## src/rtl/pc_unit.sv

```systemverilog
// Program counter with increment/decrement, relative branch, absolute jump and a
// small LIFO return-address stack for call/return. Errors are sticky until reset.
module pc_unit #(
    parameter int             N         = 32,
    parameter int             STEP      = 4,
    parameter int             DEPTH     = 4,
    parameter logic [N-1:0]   RESET_VAL = '0
) (
    input  logic         clk,
    input  logic         rst,
    input  logic         en,
    input  logic [2:0]   op,
    input  logic [N-1:0] imm,
    output logic [N-1:0] pc,
    output logic [N-1:0] ret_addr,
    output logic         stack_full,
    output logic         stack_empty,
    output logic         err
);

    localparam int           CW     = $clog2(DEPTH + 1);
    localparam logic [N-1:0] STEP_N = N'(STEP);

    typedef enum logic [2:0] {
        OP_HOLD   = 3'b000,
        OP_INC    = 3'b001,
        OP_DEC    = 3'b010,
        OP_BRANCH = 3'b011,
        OP_JUMP   = 3'b100,
        OP_CALL   = 3'b101,
        OP_RET    = 3'b110,
        OP_RSVD   = 3'b111
    } op_e;

    logic [N-1:0]  stack [DEPTH];
    logic [CW-1:0] count;
    logic [N-1:0]  top_val;
    logic [N-1:0]  next_pc;
    logic          push;
    logic          pop;
    logic          set_err;

    assign stack_full  = (count == CW'(DEPTH));
    assign stack_empty = (count == '0);
    // Entries are never reset; gating by count keeps stale contents hidden.
    assign ret_addr    = stack_empty ? '0 : top_val;

    always_comb begin
        top_val = '0;
        for (int i = 0; i < DEPTH; i++) begin
            if (count == CW'(i + 1)) top_val = stack[i];
        end
    end

    always_comb begin
        next_pc = pc;
        push    = 1'b0;
        pop     = 1'b0;
        set_err = 1'b0;
        case (op_e'(op))
            OP_HOLD:   next_pc = pc;
            OP_INC:    next_pc = pc + STEP_N;
            OP_DEC:    next_pc = pc - STEP_N;
            OP_BRANCH: next_pc = pc + imm;
            OP_JUMP:   next_pc = imm;
            OP_CALL: begin
                if (stack_full) begin
                    set_err = 1'b1;
                end else begin
                    push    = 1'b1;
                    next_pc = imm;
                end
            end
            OP_RET: begin
                if (stack_empty) begin
                    set_err = 1'b1;
                end else begin
                    pop     = 1'b1;
                    next_pc = top_val;
                end
            end
            default:   set_err = 1'b1;
        endcase
    end

    always_ff @(posedge clk or posedge rst) begin
        if (rst) begin
            pc    <= RESET_VAL;
            count <= '0;
            err   <= 1'b0;
        end else if (en) begin
            pc <= next_pc;
            if (push) count <= count + 1'b1;
            if (pop)  count <= count - 1'b1;
            if (set_err) err <= 1'b1;
        end
    end

    // Slot `count` receives the pushed return address; a write that races a reset
    // lands above the cleared count and stays invisible.
    always_ff @(posedge clk) begin
        if (en && push) begin
            for (int i = 0; i < DEPTH; i++) begin
                if (count == CW'(i)) stack[i] <= pc + STEP_N;
            end
        end
    end

endmodule

```

## config.mk

```make
export PLATFORM = sky130hd
export DESIGN_NAME = pc_unit
export DESIGN_NICKNAME = d
export VERILOG_FILES = /design/src/rtl/pc_unit.sv
export SDC_FILE = /design/constraint.sdc
export NUM_CORES = 1
export LEC_CHECK = 0
export BUFFER_PORTS_ARGS = -buffer_cell sky130_fd_sc_hd__buf_4
export CORE_MARGIN = 10
export CORE_UTILIZATION = 35
export CTS_CLUSTER_DIAMETER = 80
export DETAILED_ROUTE_END_ITERATION = 16
export GPL_TIMING_DRIVEN = 0
export PLACE_DENSITY = 0.59
export SYNTH_ARGS = -nofsm -noshare
export SYNTH_HDL_FRONTEND = slang
export SYNTH_SLANG_ARGS = --single-unit
```

## constraint.sdc

```tcl
create_clock -name clk -period 6.9 [get_ports clk]
set_input_delay 1.38 -clock clk [delete_from_list [all_inputs] [get_ports clk]]
set_output_delay 1.38 -clock clk [all_outputs]
set_load 0.02 [all_outputs]
```

# Word-level counts from Yosys, hierarchy flattened

Memories as Yosys holds them, arrays and structs flattened.
Index checks and enable logic that the tools add are counted.

Bits in registers: 36
RAM bits: 128
Logic and storage cells: 70
Memories kept: 1

Memory list:

| memory | words | bits a word | read ports | clocked after memory_dff | wr ports | line | text |
|---|---|---|---|---|---|---|---|
| stack  | 4     | 32          | 4          | 0                        | 1        | 35   | `logic [N-1:0] stack [DEPTH];` |

Add/subtract/negate cells: 5
Equality and inequality tests: 12
Mux-type cells: 37
Reduce and logical (&&, ||, !) cells: 12

Operators with widths:

| kind                                                                 | count |
|---|---|
| 32-bit two-way mux                                                   | 10 |
| 32-bit one-hot mux with 6 select lines                               | 1 |
| 32-bit OR reduction                                                  | 3 |
| 32-bit by 3-bit adder with 32-bit output, second input constant      | 1 |
| 32-bit adder                                                         | 1 |
| 32-bit by 3-bit subtractor with 32-bit output, second input constant | 1 |
| 1-bit two-way mux                                                    | 20 |
| 3-bit by 2-bit == test with 1-bit output, second input constant      | 4 |
| 3-bit == test, second input constant                                 | 4 |
| 3-bit by 1-bit == test with 1-bit output, second input constant      | 2 |
| 3-bit zero test                                                      | 2 |
| 2-bit two-way mux                                                    | 3 |
| 3-bit two-way mux                                                    | 2 |
| 6-bit nonzero test                                                   | 1 |
| 5-bit OR reduction                                                   | 1 |
| 2-bit != test, second input constant                                 | 2 |
| 2-bit AND reduction                                                  | 2 |
| 4-bit AND reduction                                                  | 1 |
| 3-bit by 1-bit adder with 3-bit output, second input constant        | 1 |
| 1-bit one-hot mux with 3 select lines                                | 1 |
| 3-bit by 1-bit subtractor with 3-bit output, second input constant   | 1 |
| 2-bit nonzero test                                                   | 1 |
| 1-bit logical AND                                                    | 1 |

# Longest topological paths before layout

Depth in word-level cells: 10
Depth in mapped cells: 13

# Worst setup path before layout

No wires, ideal clock.

Path type: input to register
From: input port op[1]
To: memory stack[1][0], enable pin
Setup time: 468 ps
Data arrival time: 4337 ps
Required time: 6432 ps
Slack: 2095 ps
Stages on the path: 4
Path through: clkbuf_1 clkinv_1 nand4_1 nor3b_1

Word-level cells in the longest chain between the ends: 9
Elaborated cells on any way between the ends: 20
Those cells by class: eq/ne: 1; mux: 15; reduce/logical: 4

RTL lines:

| element                                                                              | line | text |
|---|---|---|
| from (decl)                                                                          | 12   | `input logic [2:0] op,` |
| 3-bit == test *                                                                      | 60   | `case (op_e'(op))` |
| 1-bit two-way mux *                                                                  | 60   |  |
| 1-bit logical AND *                                                                  | 102  | `if (en && push) begin` |
| 1-bit two-way mux                                                                    | 102  |  |
| 1-bit two-way mux (not written as such)                                              | 104  | `if (count == CW'(i)) stack[i] <= pc + STEP_N;` |
| 32-bit OR reduction (no source line)                                                 | -    |  |
| 2-bit two-way mux (no source line) or 1-bit two-way mux (tied branches) (3 in a row) | -    |  |
| to (decl)                                                                            | 35   |  |

Every way passes the cells marked *; elsewhere a longest branch is shown, timed or not.

# Worst setup path in the final report

From: register count[2]
To: output port ret_addr[18]

Word-level cells in the longest chain between the ends: 6
Elaborated cells on any way between the ends: 10
Those cells by class: eq/ne: 4; mux: 5; reduce/logical: 1

RTL lines:

| element                                  | line | text |
|---|---|---|
| from (decl)                              | 36   | `logic [CW-1:0] count;` |
| from (signal assigned)                   | 93   | `if (push) count <= count + 1'b1;` |
| from (signal assigned)                   | 94   | `if (pop) count <= count - 1'b1;` |
| 3-bit by 1-bit == test with 1-bit output | 51   | `if (count == CW'(i + 1)) top_val = stack[i];` |
| 32-bit two-way mux (4 in a row)          | 51   |  |
| 32-bit two-way mux *                     | 46   | `assign ret_addr = stack_empty ? '0 : top_val;` |
| to (decl)                                | 15   | `output logic [N-1:0] ret_addr,` |

Marks and branches as above.

==> metrics.md <==
| Metric | Value |
|---|---|
| Detail Route Antenna Nets | `0` |
| CP endpoint kind | `output pin` |
| Mean Syn Cell Area | `9.45 um^2` |
| Clock sinks | `164` |
| First-pass GRT wire length | `61400 um` |
| Drt wl/cell | `24.8 um` |
| Final clock skew | `0.0146 ns` |
| GRT Overall Usage | `0.211` |
| Core area | `29900 um^2` |
| Crit Path Category | `flop to output pin` |
| RePlAce Congestion | `0.932` |
| CTS resizes | `0` |
| Seq/Total Area, Yosys | `0.445` |
| Area of the die | `37800 um^2` |
| Max Cap Viol | `0` |
| Clock transition at the registers of the reported paths | `0.06 ns` |
| Post CTS Setup Buffer Count | `0` |
| Dominant cells by area after synthesis | `edfxtp_1 (36%), dfrtp_1 (8.5%), ha_1 (4.6%)` |
| Setup TNS | `0 ns` |
| Main flop type after synthesis | `edfxtp_1` |
| Asr flop ratio synth | `0.220` |
| Fin. Hold Viols | `0` |
| Die W | `194 um` |
| Largest net degree at the start of global routing | `27` |
| Min-delay worst type | `flop to flop` |
| CTS Buf Count | `17` |
| Remaining Overflow, GRT | `0` |
| Post-synth EDFFs | `128` |
| CTS tree | `done` |
| Standard-cell rows | `63` |
| Hold_buf cts | `0` |
| Slew HR | `0.195` |
| Pwr/cell area | `420 nW/um^2` |
| DRC | `0` |
| Slack of the critical path | `1.19 ns` |
| Leakage power | `4.66 nW` |
| Fin crit period | `5.71 ns` |
| Reg area | `4740 um^2` |
| Post-synth top area share | `0.361` |
| I/O Pins | `105` |
| Clock root buffer | `clkbuf_16` |
| IR drop worst, VDD | `0.214 mV` |
| Final count of pins violating max slew | `0` |
| Starting Density | `0.357` |
| Filler cell count in the final layout | `2941` |
| Drt initial violations | `980` |
| DR vias | `9859` |
| Net Count, Synth | `1205` |
| # diodes | `0` |
| Vias per cell | `5.93` |
| Critical path required time | `5.52 ns` |
| Syn-to-layout area delta | `18.8%` |
| Cells after Synth | `1127` |
| Clk_lat worst skew | `0.45 ns` |
| RSZ-0062 raised after global routing | `false` |
| Setup Viol. Count Final | `0` |
| Htree depth | `4` |
| TritonRoute pass-1 iters | `5` |
| Area leader, netlist | `edfxtp_1` |
| Fin crit share | `0.827` |
| Die Ht | `194 um` |
| Design Area, Final | `12700 um^2` |
| Peak Freq | `175 MHz` |
| Worst slack, placed | `1.74 ns` |
| Setup crit start kind | `flop` |
| Number of global-route vias before repair | `9490` |
| Share of cells above drive strength 1 | `0.145` |
| Port Buf Inserts | `102` |
| Post-Route WL | `41300 um` |
| CTS max path bufs | `2` |
| Post-DP Area | `12100 um^2` |
| Crit path arrival time | `4.33 ns` |
| Worst Tran Pin Value | `1.20 ns` |
| Synthesized cell area | `10700 um^2` |
| Antenna violations before repair | `1` |
| Status | `complete, no violations` |
| Number of nets in the layout | `1337` |
| Warnings from Yosys | `0` |
| Netlist cell types | `76` |
| Area of the multi-input gates | `5480 um^2` |
| Crit-path max FO | `10` |
| HPWL Detailed | `32000 um` |
| FF+latch count, synth | `164` |
[synthesized netlist by cell type (16+ instances only)]
library cell and n:
edfxtp_1 128, nor2_1 99, a21oi_1 96, nand2_1 89, o21ai_0 85, clkbuf_1 56
nor3_1 46, xnor2_1 44, ha_1 39, dfrtp_1 36, a221oi_1 28, xor2_1 27
inv_1 26, or3_1 22, a21o_1 20, and3_1 17, nand3_1 17, o211ai_1 17
nor2b_1 16
[cell usage in the layout (no fill, tap or decap), types with 20 or more instances in the layout]
cell / n
nor2_1: 99
edfxtp_1: 128
a221oi_1: 28
dfrtp_1: 36
a21o_1: 20
or3_1: 22
xnor2_1: 44
nor3_1: 45
ha_1: 39
nand2_1: 89
buf_4: 106
xor2_1: 27
clkbuf_1: 58
a21oi_1: 96
inv_1: 25
o21ai_0: 85
[flip-flops by register name, summed over array words and instances (netlist names)]
register and cells:
pc 32, stack 128, err 1, count 3
[final timing paths]
path | slack [ns] | endpoint | startpoint | cells after the start
worst max-delay path | 1.19 | ret_addr[18] | count[2] | 9
worst min-delay path | 0.54 | err | err | 1
worst max register to register | 2.82 | pc[18] | count[2] | 9
worst min register to register | 0.54 | err | err | 1
min in group asynchronous | 0.92 | pc[4] | rst | 2
max in group asynchronous | 5.49 | pc[30] | rst | 3
[through the flow]
| stage | power [mW] | utilization | std cells | hold WS [ns] |
|---|---|---|---|---|
| floorplan | 3.23 | - | 1127 | 0.547 |
| global placement | 4.35 | 0.399 | 1619 | 0.521 |
| detailed placement | 4.37 | 0.405 | 1630 | 0.528 |
| CTS | 5.30 | 0.424 | 1662 | 0.542 |
| global route | 5.62 | 0.424 | 1662 | 0.550 |
| finish | 5.31 | 0.424 | 1662 | 0.535 |
[area by class of cell]
cell class,count,area share
inverter,27,0.00801
clock buffer,20,0.0353
tap,390,0.0386
buffer,79,0.0280
clock inverter,12,0.00949
sequential,164,0.375
timing repair buffer,113,0.0732
multi-input combinational,857,0.433
[layer usage]
| metal | up-vias | share of wire | global-route usage |
|---|---|---|---|
| met2 | 422 | 0.46 | 0.334 |
| met4 | 2 | 0.023 | 0.0679 |
| met3 | 52 | 0.078 | 0.0446 |
| met5 | - | 0.00019 | 0 |
| met1 | 4843 | 0.44 | 0.280 |
| li1 | 4540 | - | - |
[report_power, final]
| part | leakage, nW | switching (mW) | total, mW | internal, mW |
|---|---|---|---|---|
| Clock | 0.272 | 0.418 | 0.933 | 0.514 |
| Sequential | 1.56 | 0.144 | 1.40 | 1.26 |
| Combinational | 2.82 | 1.93 | 2.98 | 1.05 |
| Total | 4.66 | 2.50 | 5.31 | 2.82 |
[cell families after synthesis]
group	share of synthesized area
compound gates	0.223
xor+xnor	0.0584
fa+ha+maj	0.0477
buf+inv	0.0428
flops	0.445
mux	0.0106
simple gates	0.173
[critical path: stages (launching register included)]
cell and delay [ns]:
dfrtp_1 0.45, clkbuf_1 0.26, inv_1 0.20, ha_1 0.36, clkbuf_1 0.51, buf_1 0.56, o21ai_0 0.19, a222oi_1 1.02
nor2_1 0.12, buf_4 0.21
Power figures use the tool's default switching activity.
